==> config.mk <==
export PLATFORM = sky130hd
export DESIGN_NAME = router_fifo_reader
export DESIGN_NICKNAME = d
export VERILOG_FILES = /design/src/rtl/router_fifo_reader.sv
export SDC_FILE = /design/constraint.sdc
export NUM_CORES = 1
export LEC_CHECK = 0
export ABC_AREA = 1
export BUFFER_PORTS_ARGS = -buffer_cell sky130_fd_sc_hd__buf_2
export CAP_MARGIN = 20
export CELL_PAD_IN_SITES_DETAIL_PLACEMENT = 1
export CELL_PAD_IN_SITES_GLOBAL_PLACEMENT = 2
export CORE_UTILIZATION = 34
export CTS_CLUSTER_SIZE = 12
export DETAILED_ROUTE_END_ITERATION = 6
export PLACE_DENSITY = 0.8
export SLEW_MARGIN = 20
export SYNTH_ARGS = -nofsm -noshare
export SYNTH_HDL_FRONTEND = slang
export SYNTH_SLANG_ARGS = --single-unit
==> constraint.sdc <==
create_clock -name clock -period 1.83 [get_ports clock]
set_input_delay 0.2745 -clock clock [delete_from_list [all_inputs] [get_ports clock]]
set_output_delay 0.2745 -clock clock [all_outputs]
set_load 0.03 [all_outputs]
==> src/rtl/router_fifo_reader.sv <==
// Drains a router_fifo and re-frames packets (sop header, payload, eop parity); FIFO byte to vld_out in 2 cycles, 1 byte/cycle.
// Honours ready_in through a 2-entry skid buffer, and a long client stall flushes the FIFO; `PARITY_CHECK_EN adds parity_err.
module router_fifo_reader #(
  parameter int DW          = 8,
  parameter int TIMEOUT_CYC = 30
) (
  input  logic          clock,
  input  logic          resetn,
  input  logic          fifo_empty,
  input  logic [DW-1:0] fifo_data,
  output logic          fifo_rd_en,
  output logic          soft_reset,
  output logic          vld_out,
  input  logic          ready_in,
  output logic [DW-1:0] data_out,
  output logic          sop,
  output logic          eop,
`ifdef PARITY_CHECK_EN
  output logic          parity_err,
`endif
  output logic          busy
);

  localparam int LW = DW - 2;
  localparam int SW = $clog2(TIMEOUT_CYC) + 1;

  typedef enum logic [1:0] {IDLE, PAYLOAD, PARITY} state_t;

  state_t        state, state_nxt;
  logic [LW-1:0] len, len_nxt;
  logic          inflight;
  logic          run;
  logic [1:0]    occ;
  logic [DW-1:0] dat0, dat1;
  logic          sop0, sop1, eop0, eop1;
  logic [SW-1:0] stall_cnt;
  logic          pop, cap, stalled, flush, wr0;
  logic          cap_sop, cap_eop;

  assign vld_out    = (occ != 2'd0);
  assign data_out   = dat0;
  assign sop        = vld_out & sop0;
  assign eop        = vld_out & eop0;
  assign busy       = (state != IDLE);
  assign pop        = vld_out & ready_in;
  assign stalled    = vld_out & ~ready_in;
  assign flush      = stalled & (stall_cnt == SW'(TIMEOUT_CYC - 1));
  assign soft_reset = flush;
  assign cap        = inflight & ~flush;
  // A capture lands in the head slot when the buffer is empty after this cycle's pop.
  assign wr0        = (occ == 2'd0) | ((occ == 2'd1) & pop);

  // Credit check: never request a byte that would not fit once it arrives.
  assign fifo_rd_en = run & ~fifo_empty & ~flush &
                      (({1'b0, occ} + {2'b00, inflight}) < (3'd2 + {2'b00, pop}));

  always_comb begin
    state_nxt = state;
    len_nxt   = len;
    cap_sop   = 1'b0;
    cap_eop   = 1'b0;
    if (flush) begin
      state_nxt = IDLE;
    end else if (cap) begin
      case (state)
        IDLE: begin
          cap_sop   = 1'b1;
          len_nxt   = fifo_data[DW-1:2];
          state_nxt = (fifo_data[DW-1:2] == '0) ? PARITY : PAYLOAD;
        end
        PAYLOAD: begin
          len_nxt = len - LW'(1);
          if (len == LW'(1)) state_nxt = PARITY;
        end
        PARITY: begin
          cap_eop   = 1'b1;
          state_nxt = IDLE;
        end
        default: state_nxt = IDLE;
      endcase
    end
  end

  always_ff @(posedge clock or negedge resetn) begin
    if (!resetn) begin
      state     <= IDLE;
      len       <= '0;
      inflight  <= 1'b0;
      run       <= 1'b0;
      stall_cnt <= '0;
    end else begin
      state    <= state_nxt;
      len      <= len_nxt;
      inflight <= fifo_rd_en;
      run      <= 1'b1;
      if (flush || !stalled) stall_cnt <= '0;
      else                   stall_cnt <= stall_cnt + SW'(1);
    end
  end

  always_ff @(posedge clock or negedge resetn) begin
    if (!resetn) begin
      occ  <= 2'd0;
      dat0 <= '0;
      dat1 <= '0;
      sop0 <= 1'b0;
      sop1 <= 1'b0;
      eop0 <= 1'b0;
      eop1 <= 1'b0;
    end else if (flush) begin
      occ <= 2'd0;
    end else begin
      occ <= occ + {1'b0, cap} - {1'b0, pop};
      if (pop) begin
        dat0 <= dat1;
        sop0 <= sop1;
        eop0 <= eop1;
      end
      if (cap && wr0) begin
        dat0 <= fifo_data;
        sop0 <= cap_sop;
        eop0 <= cap_eop;
      end
      if (cap && !wr0) begin
        dat1 <= fifo_data;
        sop1 <= cap_sop;
        eop1 <= cap_eop;
      end
    end
  end

`ifdef PARITY_CHECK_EN
  logic [DW-1:0] xacc, xacc_nxt;
  logic          cap_perr, perr0, perr1;

  always_comb begin
    xacc_nxt = xacc;
    cap_perr = 1'b0;
    if (cap) begin
      case (state)
        IDLE:    xacc_nxt = fifo_data;
        PAYLOAD: xacc_nxt = xacc ^ fifo_data;
        PARITY:  cap_perr = (fifo_data != xacc);
        default: xacc_nxt = xacc;
      endcase
    end
  end

  // The mismatch flag rides with its byte so it fires on the eop transfer, not on capture.
  always_ff @(posedge clock or negedge resetn) begin
    if (!resetn) begin
      xacc  <= '0;
      perr0 <= 1'b0;
      perr1 <= 1'b0;
    end else begin
      xacc <= xacc_nxt;
      if (!flush) begin
        if (pop)          perr0 <= perr1;
        if (cap && wr0)   perr0 <= cap_perr;
        if (cap && !wr0)  perr1 <= cap_perr;
      end
    end
  end

  assign parity_err = pop & eop0 & perr0;
`endif

endmodule

## Word-level counts from Yosys, hierarchy flattened

Index checks and enable logic that the tools add are counted.

- Output and inout bits: 14
- Bits in registers: 38
- Memories: 0
- Bits in writable memories: 0
- Bits in read-only memories: 0
- Bits in latches: 0
- Word-level logic and storage cells: 74

- Reductions and logical operators: 17
- Multipliers: 0
- Bitwise gates (word level): 14
- Divide/modulo/power cells: 0
- Equal/unequal tests: 6
- Shift-type cells: 0
- Add/subtract/negate cells: 6
- Mux-type cells: 18
- Magnitude comparators: 1

Operator list:

| cell | count |
|---|---|
| 8-bit two-way mux | 2 |
| 6-bit case mux with 2 select lines | 1 |
| 1-bit AND | 10 |
| 2-bit two-way mux | 5 |
| 2-bit nonzero test | 5 |
| 1-bit two-way mux | 8 |
| 6-bit by 1-bit adder with 6-bit output, second input constant | 1 |
| 6-bit by 1-bit == test with 1-bit output, second input constant | 1 |
| 6-bit by 5-bit == test with 1-bit output, second input constant | 1 |
| 6-bit logical NOT | 1 |
| 6-bit two-way mux | 1 |
| 2-bit AND reduction | 3 |
| 6-bit by 1-bit subtractor with 6-bit output, second input constant | 1 |
| 2-bit by 1-bit == test with 1-bit output, second input constant | 2 |
| 2-bit logical NOT | 2 |
| 2-bit case mux with 2 select lines | 1 |
| 2-bit by 1-bit adder with 3-bit output | 1 |
| 2-bit by 1-bit adder with 3-bit output, first input constant | 1 |
| 3-bit less-than comparator | 1 |
| 3-bit != test, second input constant | 1 |
| 1-bit inverter | 3 |
| 3-bit AND reduction | 1 |
| 2-bit by 1-bit adder with 2-bit output | 1 |
| 2-bit == test, second input constant | 1 |
| 5 further kinds | 7 |

## Longest topological paths before layout

- Depth in word-level cells: 8
- Mapped depth: 12
- Gate-level depth less buffers: 12

## Least setup slack after synthesis

OpenSTA, ideal clock, no wires.

- Path type: register -> output
- From: register inflight
- To: output fifo_rd_en
- Data required time: 1.556 ns
- Stages on the path, launching flop included: 6
- Arrival time: 1.514 ns
- Slack: 0.042 ns
- Cells stage by stage: dfrtp_1 -> ha_1 -> ha_1 -> o21ai_0 -> nand3_1 -> nor2_1

- Word-level cells in the longest chain between the ends: 3

RTL lines:

| item | RTL line | text |
|---|---|---|
| start, declared | 31 | `logic inflight;` |
| start signal, assigned | 94 | `inflight <= fifo_rd_en;` |
| 2-bit by 1-bit adder with 3-bit output | 55 | `(({1'b0, occ} + {2'b00, inflight}) < (3'd2 + {2'b00, pop}));` |
| 3-bit less-than comparator | 55 |  |
| 1-bit AND | 54 | `assign fifo_rd_en = run & ~fifo_empty & ~flush &` |
| end, declared | 11 | `output logic fifo_rd_en,` |

Every way passes these cells.

## Worst setup path in the final report

- From: register occ[0]
- To: output fifo_rd_en

- Word-level cells in the longest chain between the ends: 6

RTL lines:

| item | RTL line | text |
|---|---|---|
| start, declared | 33 | `logic [1:0] occ;` |
| start signal, assigned | 113 | `occ <= occ + {1'b0, cap} - {1'b0, pop};` |
| branches (longest 5 deep; another with 2-bit by 1-bit adder with 3-bit output) | -- |  |
| 1-bit AND (*) | 54 |  |

Every way passes the cells marked *.

==> flow_metrics.env <==
export IMPL_status="finished clean"
export IMPL_cp_start_kind="register"
export IMPL_fin_skew_ps=2.831
export IMPL_ir_worst_vdd_mv=0.5745
export IMPL_required_ps=1560
export IMPL_n_fill_cell=729
export IMPL_synth_largest_area_cell="dfrtp_1"
export IMPL_clock_path_buffers=2
export IMPL_postSynthAreaPerCell_um2=8.130
export IMPL_grt_pass1_vias=1620
export IMPL_clk_latency_ps=290
export IMPL_dieArea_um2=6463
export IMPL_most_common_layout_cells="nand2_1, dfrtp_1, inv_1, buf_2, nor2_1"
export IMPL_port_buffer_count=25
export IMPL_place_congestion=0.7905
export IMPL_p_per_area_nw_per_um2=1603
export IMPL_timing_critical_path_buf_inv=1
export IMPL_crit_type="reg -> out"
export IMPL_syn_num_nets=276
export IMPL_ant_nets=0
export IMPL_cts_num_sinks=38
export IMPL_slew_violations=0
export IMPL_routed_via_density=4.562
export IMPL_period_share=0.9933
export IMPL_cp_end_kind="output port"
export IMPL_worstPathArrival_ps=1540
export IMPL_firstDrtPassIters=4
export IMPL_total_power_uw=4003
export IMPL_setup_viol=0
export IMPL_netlist_area_um2=2090
export IMPL_final_seq_area_um2=952.2
export IMPL_post_route_min_period_ps=1818
export IMPL_power_leakage_uw=0.001283
export IMPL_ys_ff_latch=38
export IMPL_core_um2=5921
export IMPL_hold_viol_final=0
export IMPL_critPathMaxFanout=3
export IMPL_clkSlewWorstSetupHoldPaths_ps=80
export IMPL_yosysSeqAreaShare=0.4551
export IMPL_critPathMaxStageDelay_ps=440
export IMPL_layout_commonest_cell="nand2_1"
export IMPL_synth_distinct_cells=27
export IMPL_track_usage=0.1518
export IMPL_grt_pass1_wl_mm=7.479
export IMPL_rsz0062_at_grt="true"
export IMPL_num_io_pins=26
export IMPL_fmaxAchievable_ghz=0.5501
export IMPL_cts_tree="built"
export IMPL_drt_first_iter_violations=86
export IMPL_maxCapViolCount=0
export IMPL_vias=1688
export IMPL_synthCells=257
export IMPL_antenna_found_initial=0
export IMPL_area_delta_synth_final_pct=19.52
export IMPL_drive_above_1_share=0.2814
export IMPL_multi_input_area_um2=993.5
export IMPL_dieHeight_um=80.40
export IMPL_cp_cell_sequence="ha_2 > ha_4 > o21ai_2 > nand3_1 > nor2_2 > buf_6"
export IMPL_hp_class="in -> async"
export IMPL_synth_top_area_frac=0.4551
export IMPL_cts_buffers=5
export IMPL_path_delay_family="flip-flops"
export IMPL_grt_max_degree=39
export IMPL_worst_slew_pin_slew_ps=504.2
export IMPL_clockRootBuffer="clkbuf_8"
export IMPL_ys_top_cells_by_area="dfrtp_1, nand2_1, inv_1"
export IMPL_dp_final_hpwl_mm=3.195
export IMPL_routed_wl_mm=4.470
export IMPL_die_x_um=80.40
export IMPL_rows=28
export IMPL_fin_util=0.4218
export IMPL_ys_warnings_count=0
export IMPL_htree_num_levels=2
export IMPL_ctsHoldBuffers=0
export IMPL_relSlewSlack=0.6639
export IMPL_start_util=0.3529
export IMPL_grt_overflow_total=0
export IMPL_wl_per_cell_um=12.08
export IMPL_drc_errors=0
export IMPL_num_antenna_cells=0
export IMPL_final_nets=313
export IMPL_critPathSlowestCell="dfrtp_1"
-- flip-flops by register name, summed over array words and instances, names as in the netlist --
register	cells
data_out	8
run	1
eop1	1
state	2
occ	2
eop0	1
dat1	8
inflight	1
sop0	1
stall_cnt	6
sop1	1
len	6
-- repair_timing --
item | CTS | global route
resized for setup | 6 | 5
pin swaps | 3 | 3
setup endpoints to repair | 2 | 3
setup buffers | 1 | 4
endpoints found under the hold margin | 0 | 0
-- path summary, 6_finish.rpt --
| path | from | end | slack, ps | cells after the start |
|---|---|---|---|---|
| setup / recovery | occ[0] | fifo_rd_en | 10 | 6 |
| min in group clock | fifo_data[1] | dat1[1] | 250 | 3 |
| hold reg to reg | data_out[1] | data_out[1] | 480 | 2 |
| max in group asynchronous | resetn | occ[1] | 1420 | 2 |
| hold / removal | resetn | inflight | 40 | 2 |
| setup reg to reg | stall_cnt[1] | occ[1] | 130 | 12 |
-- logic make-up (layout without fill, tap and decap cells) --
family | after synthesis | in the layout | share of synthesized area
simple gates | 131 | 131 | 0.2934
buf+inv | 40 | 78 | 0.08204
flops | 38 | 38 | 0.4551
compound gates | 36 | 36 | 0.1090
fa+ha+maj | 7 | 7 | 0.04191
xor+xnor | 4 | 4 | 0.01677
other cells | 1 | 1 | 0.001795
-- through the flow --
step                      hold slack (ps)  setup WS [ps]  cells  instance area [um2]  TNS, ps
after global placement              364.2          123.8    357                 2318        0
after CTS                           46.77         -60.21    366                 2440   -60.21
after global routing                75.41         -38.63    370                 2497   -74.97
after detailed placement            364.9          58.18    357                 2318        0
after floorplan                    -21.09          41.77    257                 2090        0
final                               37.71          12.18    370                 2497        0
-- synthesized netlist by cell type, drive strengths merged --
cell,count
a21oi,2
a31o,1
buf,5
conb,1
dfrtp,38
ha,7
inv,35
nand2,82
nand3,15
nand4,4
nor2,28
nor3,2
o211ai,1
o21ai,32
xnor2,2
xor2,2
-- area by class of cell --
type / count / area share
tap: 75 / 0.03758
multi-input combinational: 179 / 0.3978
timing repair buffer: 35 / 0.09269
sequential: 38 / 0.3813
inverter: 35 / 0.05261
clock buffer: 6 / 0.03307
clock inverter: 2 / 0.005010
-- routing by layer --
layer | part of all wire | GRT usage | wire, um
met1 | 0.51 | 0.2033 | 2262
met2 | 0.45 | 0.2424 | 2017
met3 | 0.029 | 0.03295 | 130
met4 | 0.013 | 0.04821 | 60
met5 | 0 | 0 | 0
-- worst reg2reg max path: stages (launching register included) --
cell	delay, ps
dfrtp_1	390
inv_1	60
ha_1	150
nand3_2	110
nor2_4	110
nand2_4	60
nand3_1	60
nand2_1	50
ha_1	180
xnor2_1	170
xor2_1	160
inv_1	50
nor2_1	70
-- where the power goes --
| part | internal, uW | switching, uW | total [uW] |
|---|---|---|---|
| Clock | 303 | 309 | 612 |
| Combinational | 748 | 1230 | 1980 |
| Sequential | 1160 | 250 | 1410 |
| Total | 2210 | 1790 | 4000 |
Power figures use the tool's default switching activity.
